### src/rtl/ps2_host_tx_pkg.sv
// Shared definitions for the PS/2 host transmit path: FSM encoding, timing defaults, command codes.
// Latency: n/a (types, constants and a pure frame-building function only).
// Backpressure: n/a.
package ps2_pkg;

  // Transmitter FSM encoding, 3 bits.
  typedef enum logic [2:0] {
    ST_IDLE  = 3'd0,
    ST_RTS   = 3'd1,
    ST_REQ   = 3'd2,
    ST_START = 3'd3,
    ST_DATA  = 3'd4,
    ST_STOP  = 3'd5,
    ST_ACKW  = 3'd6
  } ps2_state_t;

  // Default timing at a 50 MHz core clock.
  localparam int DEF_INHIBIT_CYCLES = 5000;    // 100 us clock inhibit
  localparam int DEF_FILTER_LEN     = 8;       // debounce depth
  localparam int DEF_TIMEOUT_CYCLES = 100000;  // 2 ms between device clock edges

  // Counter widths sized for the default timing.
  localparam int INH_W  = 13;
  localparam int TO_W   = 17;
  localparam int EDGE_W = 4;

  // Common keyboard commands.
  localparam logic [7:0] CMD_SET_LEDS = 8'hED;
  localparam logic [7:0] CMD_ECHO     = 8'hEE;
  localparam logic [7:0] CMD_SCAN_SET = 8'hF0;
  localparam logic [7:0] CMD_RESET    = 8'hFF;

  // Frame as shifted out LSB first: data bits, then odd parity.
  function automatic logic [8:0] ps2_frame(input logic [7:0] b);
    return {~^b, b};
  endfunction

endpackage

### src/rtl/ps2_host_tx_line_filter.sv
// Synchronises one raw PS/2 line, debounces it over FILTER_LEN equal samples, flags falling edges.
// Latency: 2 sync cycles + FILTER_LEN samples + 1 register before o_level/o_fall change.
// Backpressure: none; o_fall is a single-cycle pulse that must be consumed when asserted.
module ps2_line_filter
  import ps2_pkg::*;
#(
  parameter int FILTER_LEN = DEF_FILTER_LEN
) (
  input  logic i_clk,
  input  logic i_rst_n,
  input  logic i_line,
  output logic o_level,
  output logic o_fall
);

  localparam int CW = $clog2(FILTER_LEN + 1);

  logic [1:0]    r_sync;
  logic          r_level;
  logic [CW-1:0] r_cnt;
  logic          r_fall;

  // Sync the async line, accept a new level only after FILTER_LEN consecutive differing samples.
  always_ff @(posedge i_clk or negedge i_rst_n) begin
    if (!i_rst_n) begin
      r_sync  <= 2'b11;  // idle PS/2 lines are pulled high
      r_level <= 1'b1;
      r_cnt   <= '0;
      r_fall  <= 1'b0;
    end else begin
      r_sync <= {r_sync[0], i_line};
      r_fall <= 1'b0;
      if (r_sync[1] == r_level) begin
        r_cnt <= '0;
      end else if (r_cnt == CW'(FILTER_LEN - 1)) begin
        r_level <= r_sync[1];
        r_cnt   <= '0;
        r_fall  <= r_level;  // old level 1 -> new level 0
      end else begin
        r_cnt <= r_cnt + CW'(1);
      end
    end
  end

  assign o_level = r_level;
  assign o_fall  = r_fall;

endmodule

### src/rtl/ps2_host_tx.sv
// PS/2 host-to-device transmitter: inhibit, request-to-send, clock out 8 data + parity, check device ACK.
// Latency: INHIBIT_CYCLES+1 before release, then paced by the device clock; one cycle after each filtered fall.
// Backpressure: wr_ps2 accepted only while tx_idle=1, ignored otherwise; ticks are unconditional 1-cycle pulses.
module ps2_host_tx
  import ps2_pkg::*;
#(
  parameter int INHIBIT_CYCLES = DEF_INHIBIT_CYCLES,
  parameter int FILTER_LEN     = DEF_FILTER_LEN,
  parameter int TIMEOUT_CYCLES = DEF_TIMEOUT_CYCLES
) (
  input  logic       clk,
  input  logic       reset,
  input  logic       wr_ps2,
  input  logic [7:0] din,
  input  logic       ps2c_in,
  input  logic       ps2d_in,
  output logic       ps2c_oe,
  output logic       ps2d_oe,
  output logic       tx_idle,
  output logic       tx_done_tick,
  output logic       tx_err_tick
);

  logic w_c_lvl;
  logic w_c_fall;
  logic w_d_lvl;
  logic w_unused_d_fall;  // data-line falling edges have no consumer in the transmitter

  ps2_line_filter #(.FILTER_LEN(FILTER_LEN)) u_filt_c (
    .i_clk   (clk),
    .i_rst_n (reset),
    .i_line  (ps2c_in),
    .o_level (w_c_lvl),
    .o_fall  (w_c_fall)
  );

  ps2_line_filter #(.FILTER_LEN(FILTER_LEN)) u_filt_d (
    .i_clk   (clk),
    .i_rst_n (reset),
    .i_line  (ps2d_in),
    .o_level (w_d_lvl),
    .o_fall  (w_unused_d_fall)
  );

  ps2_state_t          r_state;
  logic [8:0]          r_shift;
  logic [EDGE_W-1:0]   r_n;
  logic [INH_W-1:0]    r_inh;
  logic [TO_W-1:0]     r_to;
  logic                r_c_oe;
  logic                r_d_oe;
  logic                r_idle;
  logic                r_done;
  logic                r_err;

  logic w_to_hit;
  assign w_to_hit = (r_to == TO_W'(TIMEOUT_CYCLES - 1));

  // Transmit FSM with all line drives and status outputs registered.
  always_ff @(posedge clk or negedge reset) begin
    if (!reset) begin
      r_state <= ST_IDLE;
      r_shift <= '0;
      r_n     <= '0;
      r_inh   <= '0;
      r_to    <= '0;
      r_c_oe  <= 1'b0;
      r_d_oe  <= 1'b0;
      r_idle  <= 1'b1;
      r_done  <= 1'b0;
      r_err   <= 1'b0;
    end else begin
      r_done <= 1'b0;
      r_err  <= 1'b0;
      case (r_state)
        ST_IDLE: begin
          r_c_oe <= 1'b0;
          r_d_oe <= 1'b0;
          r_idle <= 1'b1;
          if (wr_ps2) begin
            r_shift <= ps2_frame(din);
            r_n     <= '0;
            r_inh   <= '0;
            r_c_oe  <= 1'b1;
            r_idle  <= 1'b0;
            r_state <= ST_RTS;
          end
        end
        ST_RTS: begin
          if (r_inh == INH_W'(INHIBIT_CYCLES - 1)) begin
            r_d_oe  <= 1'b1;  // start bit goes out while the clock is still inhibited
            r_state <= ST_REQ;
          end else begin
            r_inh <= r_inh + INH_W'(1);
          end
        end
        ST_REQ: begin
          r_c_oe  <= 1'b0;
          r_to    <= '0;
          r_state <= ST_START;
        end
        ST_START, ST_DATA, ST_STOP, ST_ACKW: begin
          r_to <= w_c_fall ? '0 : r_to + TO_W'(1);
          if (!w_c_fall && w_to_hit) begin
            r_c_oe  <= 1'b0;
            r_d_oe  <= 1'b0;
            r_err   <= 1'b1;
            r_idle  <= 1'b1;
            r_state <= ST_IDLE;
          end else begin
            case (r_state)
              ST_START: begin
                if (w_c_fall) begin
                  r_d_oe  <= ~r_shift[0];
                  r_shift <= r_shift >> 1;
                  r_n     <= EDGE_W'(1);
                  r_state <= ST_DATA;
                end
              end
              ST_DATA: begin
                if (w_c_fall) begin
                  if (r_n < EDGE_W'(9)) begin
                    r_d_oe  <= ~r_shift[0];
                    r_shift <= r_shift >> 1;
                    r_n     <= r_n + EDGE_W'(1);
                  end else begin
                    r_d_oe  <= 1'b0;  // release for the stop bit
                    r_state <= ST_STOP;
                  end
                end
              end
              ST_STOP: begin
                if (w_c_fall) begin
                  if (!w_d_lvl) begin
                    r_state <= ST_ACKW;
                  end else begin
                    r_err   <= 1'b1;
                    r_idle  <= 1'b1;
                    r_state <= ST_IDLE;
                  end
                end
              end
              default: begin  // ST_ACKW: wait for the device to release both lines
                if (w_c_lvl && w_d_lvl) begin
                  r_done  <= 1'b1;
                  r_idle  <= 1'b1;
                  r_state <= ST_IDLE;
                end
              end
            endcase
          end
        end
        default: begin
          r_c_oe  <= 1'b0;
          r_d_oe  <= 1'b0;
          r_idle  <= 1'b1;
          r_state <= ST_IDLE;
        end
      endcase
    end
  end

  assign ps2c_oe      = r_c_oe;
  assign ps2d_oe      = r_d_oe;
  assign tx_idle      = r_idle;
  assign tx_done_tick = r_done;
  assign tx_err_tick  = r_err;

endmodule

### config.mk
export PLATFORM = sky130hd
export DESIGN_NAME = ps2_host_tx
export DESIGN_NICKNAME = d
export VERILOG_FILES = /design/src/rtl/ps2_host_tx_pkg.sv /design/src/rtl/ps2_host_tx_line_filter.sv /design/src/rtl/ps2_host_tx.sv
export SDC_FILE = /design/constraint.sdc
export NUM_CORES = 1
export LEC_CHECK = 0
export CORE_MARGIN = 5
export CORE_UTILIZATION = 60
export CTS_CLUSTER_DIAMETER = 60
export DETAILED_ROUTE_END_ITERATION = 7
export DONT_BUFFER_PORTS = 1
export PLACE_DENSITY_LB_ADDON = 0.15
export SETUP_SLACK_MARGIN = 0.05
export SLEW_MARGIN = 20
export SYNTH_ARGS = -nofsm -noshare
export SYNTH_HDL_FRONTEND = slang
export SYNTH_SLANG_ARGS = --single-unit
### constraint.sdc
create_clock -name clk -period 3.57 [get_ports clk]
set_clock_uncertainty 0.1 [all_clocks]
set_input_delay 0.714 -clock clk [delete_from_list [all_inputs] [get_ports clk]]
set_output_delay 0.714 -clock clk [all_outputs]
set_load 0.01 [all_outputs]
Word level (Yosys, flattened, before mapping)
Cells that the tools add are included.
Widths: inputs -> output; s select.
{"block": "classes", "muxes": 62, "reduce_logical": 20, "bitwise": 6, "magnitude_cmp": 1, "add_sub_neg": 5, "n_eq_ne": 30}
{"operator": "$mux 9", "n": 5}
{"operator": "$mux 4", "n": 9}
{"operator": "$pmux 9 s2", "n": 2}
{"operator": "$pmux 17 s2", "n": 1}
{"operator": "$mux 3", "n": 9}
{"operator": "$mux 13", "n": 2}
{"operator": "$pmux 13 s2", "n": 1}
{"operator": "$mux 1", "n": 23}
{"operator": "$add 17x1->17 const B", "n": 1}
{"operator": "$eq 17x17->1 const B", "n": 1}
{"operator": "$mux 17", "n": 1}
{"operator": "$ne 4x3->1 const B", "n": 4}
{"operator": "$pmux 4 s2", "n": 2}
{"operator": "$reduce_and 7->1", "n": 2}
{"operator": "$add 13x1->13 const B", "n": 1}
{"operator": "$eq 13x13->1 const B", "n": 1}
{"operator": "$add 4x1->4 const B", "n": 3}
{"operator": "$ne 4x4->1 const B", "n": 3}
{"operator": "$pmux 3 s4", "n": 1}
{"operator": "$ne 2x2->1 const B", "n": 5}
{"operator": "$reduce_and 5->1", "n": 2}
{"operator": "$eq 3x3->1 const B", "n": 3}
{"operator": "$ne 3x3->1 const B", "n": 3}
{"operator": "$pmux 1 s3", "n": 3}
{"operator": "20 further kinds", "n": 36}
{"block": "word_totals", "output_inout_bits": 5, "inputBits": 13, "ff_bits": 66}

Longest topological paths before layout
Gate-level depths: netlist of run 1.
{"block": "depth", "depth_word": 6, "ltp_mapped": 9, "ltp_nobuf": 8}

By module
Synthesis of run 1 repeated with hierarchy kept, for this count alone.
{"block": "unflattened", "hier_cells": 373, "hier_area_um2": 3570.9}
{"module": "ps2_host_tx", "cells_per_inst": 331, "area_per_inst_um2": 2947.8, "instances": 1}
{"module": "ps2_line_filter", "cells_per_inst": 21, "area_per_inst_um2": 311.5, "instances": 2}

Worst setup path after synthesis of run 1
OpenSTA, ideal clock, no wires.
{"block": "synth_timing", "path_kind": "reg-to-reg", "startpoint": "register r_to[11]", "endpoint": "register r_shift[0]", "n_path_buf": 1, "required_ns": 3.343, "synth_period_minus_slack_ns": 2.271, "setup_slack_ns": 1.299, "stages_incl_launch_ff": 8, "arrival_ns": 2.044, "setup_ns": 0.127, "cell_sequence": "dfrtp_1 or4b_1 or4_4 o31ai_2 nor2_1 buf_2 nor2_1 a21oi_1"}
{"block": "synth_via", "elab_chain_cells": 4}
{"element": "start, declared", "line": "ps2_host_tx.sv:49", "text": "logic [TO_W-1:0] r_to;"}
{"element": "start signal, assigned", "line": "ps2_host_tx.sv:103", "text": "r_to <= w_c_fall ? '0 : r_to + TO_W'(1);"}
{"element": "$eq 17x17->1", "line": "ps2_host_tx.sv:57", "text": "assign w_to_hit = (r_to == TO_W'(TIMEOUT_CYCLES - 1));"}
{"element": "$logic_and 1x1->1", "line": "ps2_host_tx.sv:104", "text": "if (!w_c_fall && w_to_hit) begin"}
{"element": "$ne 2x2->1 (no source line)"}
{"element": "$reduce_and 7->1 (no source line)"}
{"element": "end signal, assigned", "line": "ps2_host_tx.sv:81", "text": "r_shift <= ps2_frame(din);"}
{"element": "end signal, assigned", "line": "ps2_host_tx.sv:115", "text": "r_shift <= r_shift >> 1;"}
{"element": "end signal, assigned", "line": "ps2_host_tx.sv:124", "text": "r_shift <= r_shift >> 1;"}
{"element": "end, declared", "line": "ps2_host_tx.sv:46", "text": "logic [8:0] r_shift;"}
No other way between the ends.
A chain may end at the register's enable or synchronous reset.

Worst setup path after layout of run 1
{"block": "layout_timing", "startpoint": "register r_state[1]", "endpoint": "register r_inh[10]"}
{"block": "layout_via", "elab_chain_cells": 3, "word_cells_on_any_way": 7}
{"element": "start, declared", "line": "ps2_host_tx.sv:45", "text": "ps2_state_t r_state;"}
{"element": "start signal, assigned", "line": "ps2_host_tx.sv:62", "text": "r_state <= ST_IDLE;"}
{"element": "start signal, assigned", "line": "ps2_host_tx.sv:86", "text": "r_state <= ST_RTS;"}
{"element": "start signal, assigned", "line": "ps2_host_tx.sv:92", "text": "r_state <= ST_REQ;"}
{"element": "$eq 3x1->1 or $logic_not 3->1 (tied branches)", "line": "ps2_host_tx.sv:75", "text": "case (r_state)"}
{"element": "$ne 2x2->1 (no source line) or $reduce_bool 2->1 (tied branches)"}
{"element": "$reduce_and 3->1 (no source line)"}
{"element": "end signal, assigned", "line": "ps2_host_tx.sv:94", "text": "r_inh <= r_inh + INH_W'(1);"}
{"element": "end, declared", "line": "ps2_host_tx.sv:48", "text": "logic [INH_W-1:0] r_inh;"}
Parallel ways exist; a longest one is shown, timed or not.

==> flow_metrics.tcl, run 1 <==
set metrics [dict create \
    hpwlAfterDp_mm 4.898 \
    busiest_layer "met2" \
    clk_latency_ns 0.34 \
    drt_iter0_drc 231 \
    cts_resized 0 \
    path_clk_slew_ns 0.08 \
    grt_pass1_wl_mm 12.67 \
    drv_cap 0 \
    n_antenna_cell 0 \
    place_congestion 0.8960 \
    cts_tree "done" \
    avgRoutedWirePerCell_um 15.95 \
    dpl.cell_count 443 \
    drcViolationCount 0 \
    final_common_cell "dfrtp_1" \
    vias 2797 \
    clkSinkCount 66 \
    cts_max_level 3 \
    finalMaxSlewViolations 0 \
    relSlewSlack 0.5125 \
    rsz0062_at_grt "no" \
    min_period_ns 2.664 \
    seqCellArea_um2 1660 \
    synth_top_area_frac 0.4171 \
    cp.required_ns 3.70 \
    area_growth_pct 8.448 \
    use_met1 0.2784 \
    async_reset_ff_frac 1.000 \
    leakage_uw 0.001616 \
    ant_nets 0 \
    grt_max_degree 60 \
    whs_ns 0.1100 \
    power_density_nw_per_um2 766.7 \
    synth_ff_type "dfrtp_1" \
    cts_root_buf "clkbuf_8" \
    antenna_found_initial 0 \
    cts_made_buffers 9 \
    synth_area_um2 3540 \
    track_usage 0.2134 \
    fmax_mhz 375.4 \
    rows 28 \
    holdBufCountCts 1 \
    stdcell_count 460 \
    dieWidth_um 86.81 \
    die_h_um 86.81 \
    fin_nets 399 \
    nFillCells 486 \
    synth-edff-count 0 \
    critical_path_arrival_ns 2.80 \
    dr.pass1.iters 5 \
    start_util 0.6086 \
    netlist_instances 382 \
    status "finished clean" \
    post_drt_via_cell_ratio 6.080 \
    synth_area_per_cell_um2 9.266 \
    worst_pin_slew_ns 0.7268 \
    setup_slack_ns 0.9064 \
    end_kind "register" \
    period_share 0.7461 \
    final_cell_mix "dfrtp_1, nor2_1, o21ai_0" \
    fin_setup_tns_ns 0 \
    multi_input_area_um2 1759 \
    synth-seq-area-share 0.4691 \
    synth_cell_type_count 58 \
    cp_common_cell "nor2_1" \
    hold_violations 0 \
    ys_warn_count 0 \
    io_pins 18 \
    hold_path_class "in2async" \
    coreArea_um2 5816 \
    setup_viol 0 \
    synth_nets 401 \
    grtUsageMet2 0.3389 \
    crit_chain "nor2_1, o21ai_0, a211oi_1, nand4_1, xor2_1, nor2_1" \
    critPathMaxFanout 25 \
    grt_overflow 0 \
    portBuffers 0 \
    wl_mm 7.337 \
    synth_top_area_cell "dfrtp_1" \
    first_global_vias 2703 \
    use_met3 0.04563 \
    cts_setup_buffers 0 \
    clock_path_buffers 2 \
    critical_path_class "reg2reg" \
    ys_ff_latch 66 \
    irDropWorstVdd_mv 0.5041 \
    crit_slowest_cell "a211oi_1" \
    design.die.area_um2 7535 \
    final_layout_size_suffix_gt1_frac 0.1039 \
    pre_cts_ws_ns 0.9363 \
    critPathMaxStageDelay_ns 0.64 \
    ys_top_cells_by_area "dfrtp_1, dfstp_2, nor2_1, o21ai_0, a21oi_1" \
    crit_path_start_kind "register" \
]
-- report_power, final --
group,internal [uW],switching [uW],total [uW]
Sequential,949,243,1190
Clock,413,303,717
Combinational,437,598,1030
Total,1800,1140,2940
-- per-stage QoR --
step	instance area (um^2)	util	total power, uW
finish	3839	0.6601	2943
detailed placement	3585	0.6164	2217
CTS	3839	0.6601	2954
floorplan	3540	-	1986
global placement	3585	0.6164	2172
global route	3839	0.6601	3171
-- cell families (layout without fill, tap and decap cells) --
kind of cell	Yosys count	after routing	synth area share
buffers and inverters	27	30	0.03393
AOI/OAI and AO/OA	101	101	0.1736
xor gates and xnor gates	23	23	0.05691
muxes	12	12	0.03464
DFF	66	66	0.4691
adders and majority gates	6	6	0.02121
and+or+nand+nor	147	147	0.2107
-- path summary, 6_finish.rpt --
check                                        startpoint                            to  slack (ns)  cells after the start
hold / removal                                    reset           tx_idle$_DFFE_PN1P_        0.11                      0
setup reg to reg                 r_state[1]$_DFFE_PN0P_         r_inh[10]$_DFFE_PN0P_        0.91                      6
hold reg to reg            u_filt_d.r_sync[0]$_DFF_PN1_  u_filt_d.r_sync[1]$_DFF_PN1_        0.26                      0
min in group clk           u_filt_d.r_sync[0]$_DFF_PN1_  u_filt_d.r_sync[1]$_DFF_PN1_        0.26                      0
setup / recovery                 r_state[1]$_DFFE_PN0P_         r_inh[10]$_DFFE_PN0P_        0.91                      6
max in group asynchronous                         reset           r_to[5]$_DFFE_PN0P_        2.98                      1
-- registers in the layout, summed over array words and instances, names as in the netlist, 2 cells and up --
signal and count:
u_filt_c.r_cnt 4, r_state 3, r_shift 9, r_to 17, r_inh 13, u_filt_c.r_sync 2
u_filt_d.r_cnt 4, r_n 4, u_filt_d.r_sync 2
-- per-layer routing --
layer | vias to the layer above | wire length [um]
li1 | 1355 | -
met4 | 0 | 163
met2 | 64 | 3445
met5 | - | 0
met3 | 14 | 306
met1 | 1364 | 3421
-- area by class of cell --
cell class	count	share of cell area
Inverter	7	0.006845
Clock inverter	6	0.02314
Multi-Input combinational cell	289	0.4583
Timing Repair Buffer	7	0.01890
Tap cell	75	0.02445
Clock buffer	10	0.03585
Sequential cell	66	0.4325
-- Yosys cell counts (3+ instances only) --
cell	instances
a31oi_1	4
a21oi_1	32
nand4_1	8
nor3_1	10
a21o_1	3
and4_1	3
nor2b_1	6
nand2b_1	6
a211oi_1	4
a22o_1	3
nand2_1	31
and3_1	6
ha_1	6
and2_1	3
buf_2	3
mux2i_1	10
o21ai_0	33
nor2_1	44
dfrtp_1	59
inv_1	7
xnor2_1	13
dfstp_2	7
clkbuf_1	14
nand3_1	13
xor2_1	10
-- worst max-delay path, delay by kind of cell (launching register included) --
kind             cells  cell delay (ns)
AND/OR/NAND/NOR      3             0.72
AO/OA/AOI/OAI        2             0.91
flip-flops           1             0.63
XOR/XNOR             1             0.20
No activity file was read; power rests on OpenSTA's default activity.
==> inputs of run 2 (changes only) <==
Clock period 3.57 ns to 2.66 ns, I/O delays scaled along.
==> run 2 against run 1 <==
Effect of this change:
- fmax rose by 8.7%
- worst setup slack worse by 0.70 ns
- utilization up 1.1 points
- worst hold slack worse by 0.032 ns
- clock power is 34% higher
- count of clock-buffer cells in the layout unchanged
- critical path depth rose by 1
- die area did not move
- final cell count is 1.7% higher
- non-clock buffer count is 8 higher
- critical endpoint is now r_shift[6]$_DFFE_PN0P_
==> flow_metrics.tcl, run 2 (same netlist as run 1, synthesis figures left out) <==
set metrics [dict create \
    critPathMaxFanout 18 \
    ant_nets 0 \
    start_util 0.6086 \
    dieWidth_um 86.81 \
    cts_max_level 3 \
    drcViolationCount 0 \
    track_usage 0.2138 \
    cp.required_ns 2.78 \
    hpwlAfterDp_mm 4.873 \
    cts_made_buffers 9 \
    internal_power_uw 2453 \
    irDropWorstVdd_mv 0.6187 \
    top_regs "r_to: 17 flops, r_inh: 13 flops, r_shift: 9 flops" \
    final_common_cell "dfrtp_1" \
    nFillCells 480 \
    finalMaxSlewViolations 0 \
    first_global_vias 2720 \
    clock_path_buffers 2 \
    fin_setup_tns_ns 0 \
    pre_cts_ws_ns 0.2035 \
    fin_nets 407 \
    drt_iter0_drc 164 \
    worst_pin_slew_ns 0.7056 \
    cts_setup_buffers 0 \
    sequentialPowerShare 0.388 \
    fmax_mhz 408.0 \
    rsz0062_at_grt "no" \
    drv_cap 0 \
    critical_path_arrival_ns 2.57 \
    setup_slack_ns 0.2088 \
    area_growth_pct 10.32 \
    reg2reg_setup_slack_ns 0.21 \
    avgRoutedWirePerCell_um 15.65 \
    period_share 0.9215 \
    switchingPower_uw 1542 \
    setup_viol 0 \
    die_h_um 86.81 \
    place_congestion 0.8470 \
    crit_path_start_kind "register" \
    rows 28 \
    grt_max_degree 67 \
    antenna_found_initial 0 \
    clock_power_share 0.240 \
    wl_mm 7.324 \
    grt_pass1_wl_mm 12.89 \
    final_layout_size_suffix_gt1_frac 0.1221 \
    vias 2776 \
    end_kind "register" \
    crit_chain "or4b_1, or4_4, o31ai_2, nor2_2, buf_4, nor2_1, a21oi_1" \
    grt_overflow 0 \
    portBuffers 0 \
    coreArea_um2 5816 \
    multi_input_area_um2 1762 \
    io_pins 18 \
    power_density_nw_per_um2 1023 \
    min_period_ns 2.451 \
    critPathMaxStageDelay_ns 0.53 \
    crit_slowest_cell "or4_4" \
    path_clk_slew_ns 0.08 \
    pwr-share-comb 0.372 \
    dr.pass1.iters 4 \
    seqCellArea_um2 1660 \
    final_cell_mix "dfrtp_1, nor2_1, o21ai_0" \
    post_drt_via_cell_ratio 5.932 \
    cts_tree "done" \
    top_register "r_to" \
    n_antenna_cell 0 \
    leakage_uw 0.001661 \
    relSlewSlack 0.5296 \
    critical_path_class "reg2reg" \
    status "finished clean" \
    hold_violations 0 \
    clkSinkCount 66 \
    design.die.area_um2 7535 \
    clk_latency_ns 0.34 \
    cts_root_buf "clkbuf_8" \
    hold_path_class "in2reg" \
    switching_share 0.3859 \
    largest_reg_flops 17 \
]
## run 2: changes by cell type in the layout (fill, tap and decap cells not counted)
| cell | before | now |
|---|---|---|
| dlygate4sd3_1 | 0 | 1 |
| clkinvlp_4 | 2 | 1 |
| nor2_1 | 44 | 43 |
| inv_6 | 1 | 0 |
| clkinv_4 | 0 | 2 |
| nor2_2 | 0 | 1 |
| buf_4 | 6 | 13 |
## run 2: layer usage
metal	part of all wire	up-vias	GRT usage
met1	0.48	1335	0.2916
met4	0.014	0	0.08499
li1	-	1378	-
met3	0.033	10	0.03612
met5	0	-	0
met2	0.47	53	0.3389
## run 2: repair_timing
item / CTS / global route
setup endpoints to repair: 0 / 2
hold buffers: 2 / 0
hold endpoints to repair: 66 / 0
gates resized for setup: 0 / 1
## run 2: power by group through the flow
stage                     combinational (uW)  sequential [uW]  clock (uW)
after floorplan                         1210             1450           0
after global placement                  1390             1560           0
after detailed placement                1430             1570           0
after CTS                               1470             1550         973
after global routing                    1700             1590        1020
final                                   1480             1550         959
## run 2: layout make-up
type | instances | area share
tap | 75 | 0.02403
inverter | 7 | 0.006729
timing repair buffer | 15 | 0.03460
clock buffer | 10 | 0.03525
multi-input combinational | 289 | 0.4511
clock inverter | 6 | 0.02307
sequential | 66 | 0.4252
## run 2: metrics by stage
stage,total power [uW],utilization,std cells,instance area [um^2],hold WS [ns]
floorplan,2665,-,382,3540,0.1364
global placement,2950,0.6254,450,3637,0.1384
detailed placement,2994,0.6254,450,3637,0.1385
CTS,3989,0.6710,468,3902,0.06935
global route,4317,0.6715,468,3905,0.05796
finish,3995,0.6715,468,3905,0.07753
## run 2: path summary, 6_finish.rpt
path	from	to	cells after the start
setup / recovery	r_to[12]$_DFFE_PN0P_	r_shift[6]$_DFFE_PN0P_	7
hold / removal	ps2c_in	u_filt_c.r_sync[0]$_DFF_PN1_	0
setup reg to reg	r_to[12]$_DFFE_PN0P_	r_shift[6]$_DFFE_PN0P_	7
hold reg to reg	u_filt_d.r_sync[0]$_DFF_PN1_	u_filt_d.r_sync[1]$_DFF_PN1_	0
max in group asynchronous	reset	u_filt_c.r_sync[1]$_DFF_PN1_	2
min in group asynchronous	reset	tx_err_tick$_DFF_PN0_	2
## run 2: critical path: cells and delay by family, from the launching register on
family	cells	cell delay, ns
AND/OR/NAND/NOR	4	1.25
flip-flops	1	0.42
buffers and inverters	1	0.21
AO/OA/AOI/OAI	2	0.35
==> inputs of run 3 (changes only) <==
Settings changed: GPL_ROUTABILITY_DRIVEN from default to 1.
==> results of run 3 <==
No change in the layout: final DEF, timing and power equal those of run 2.
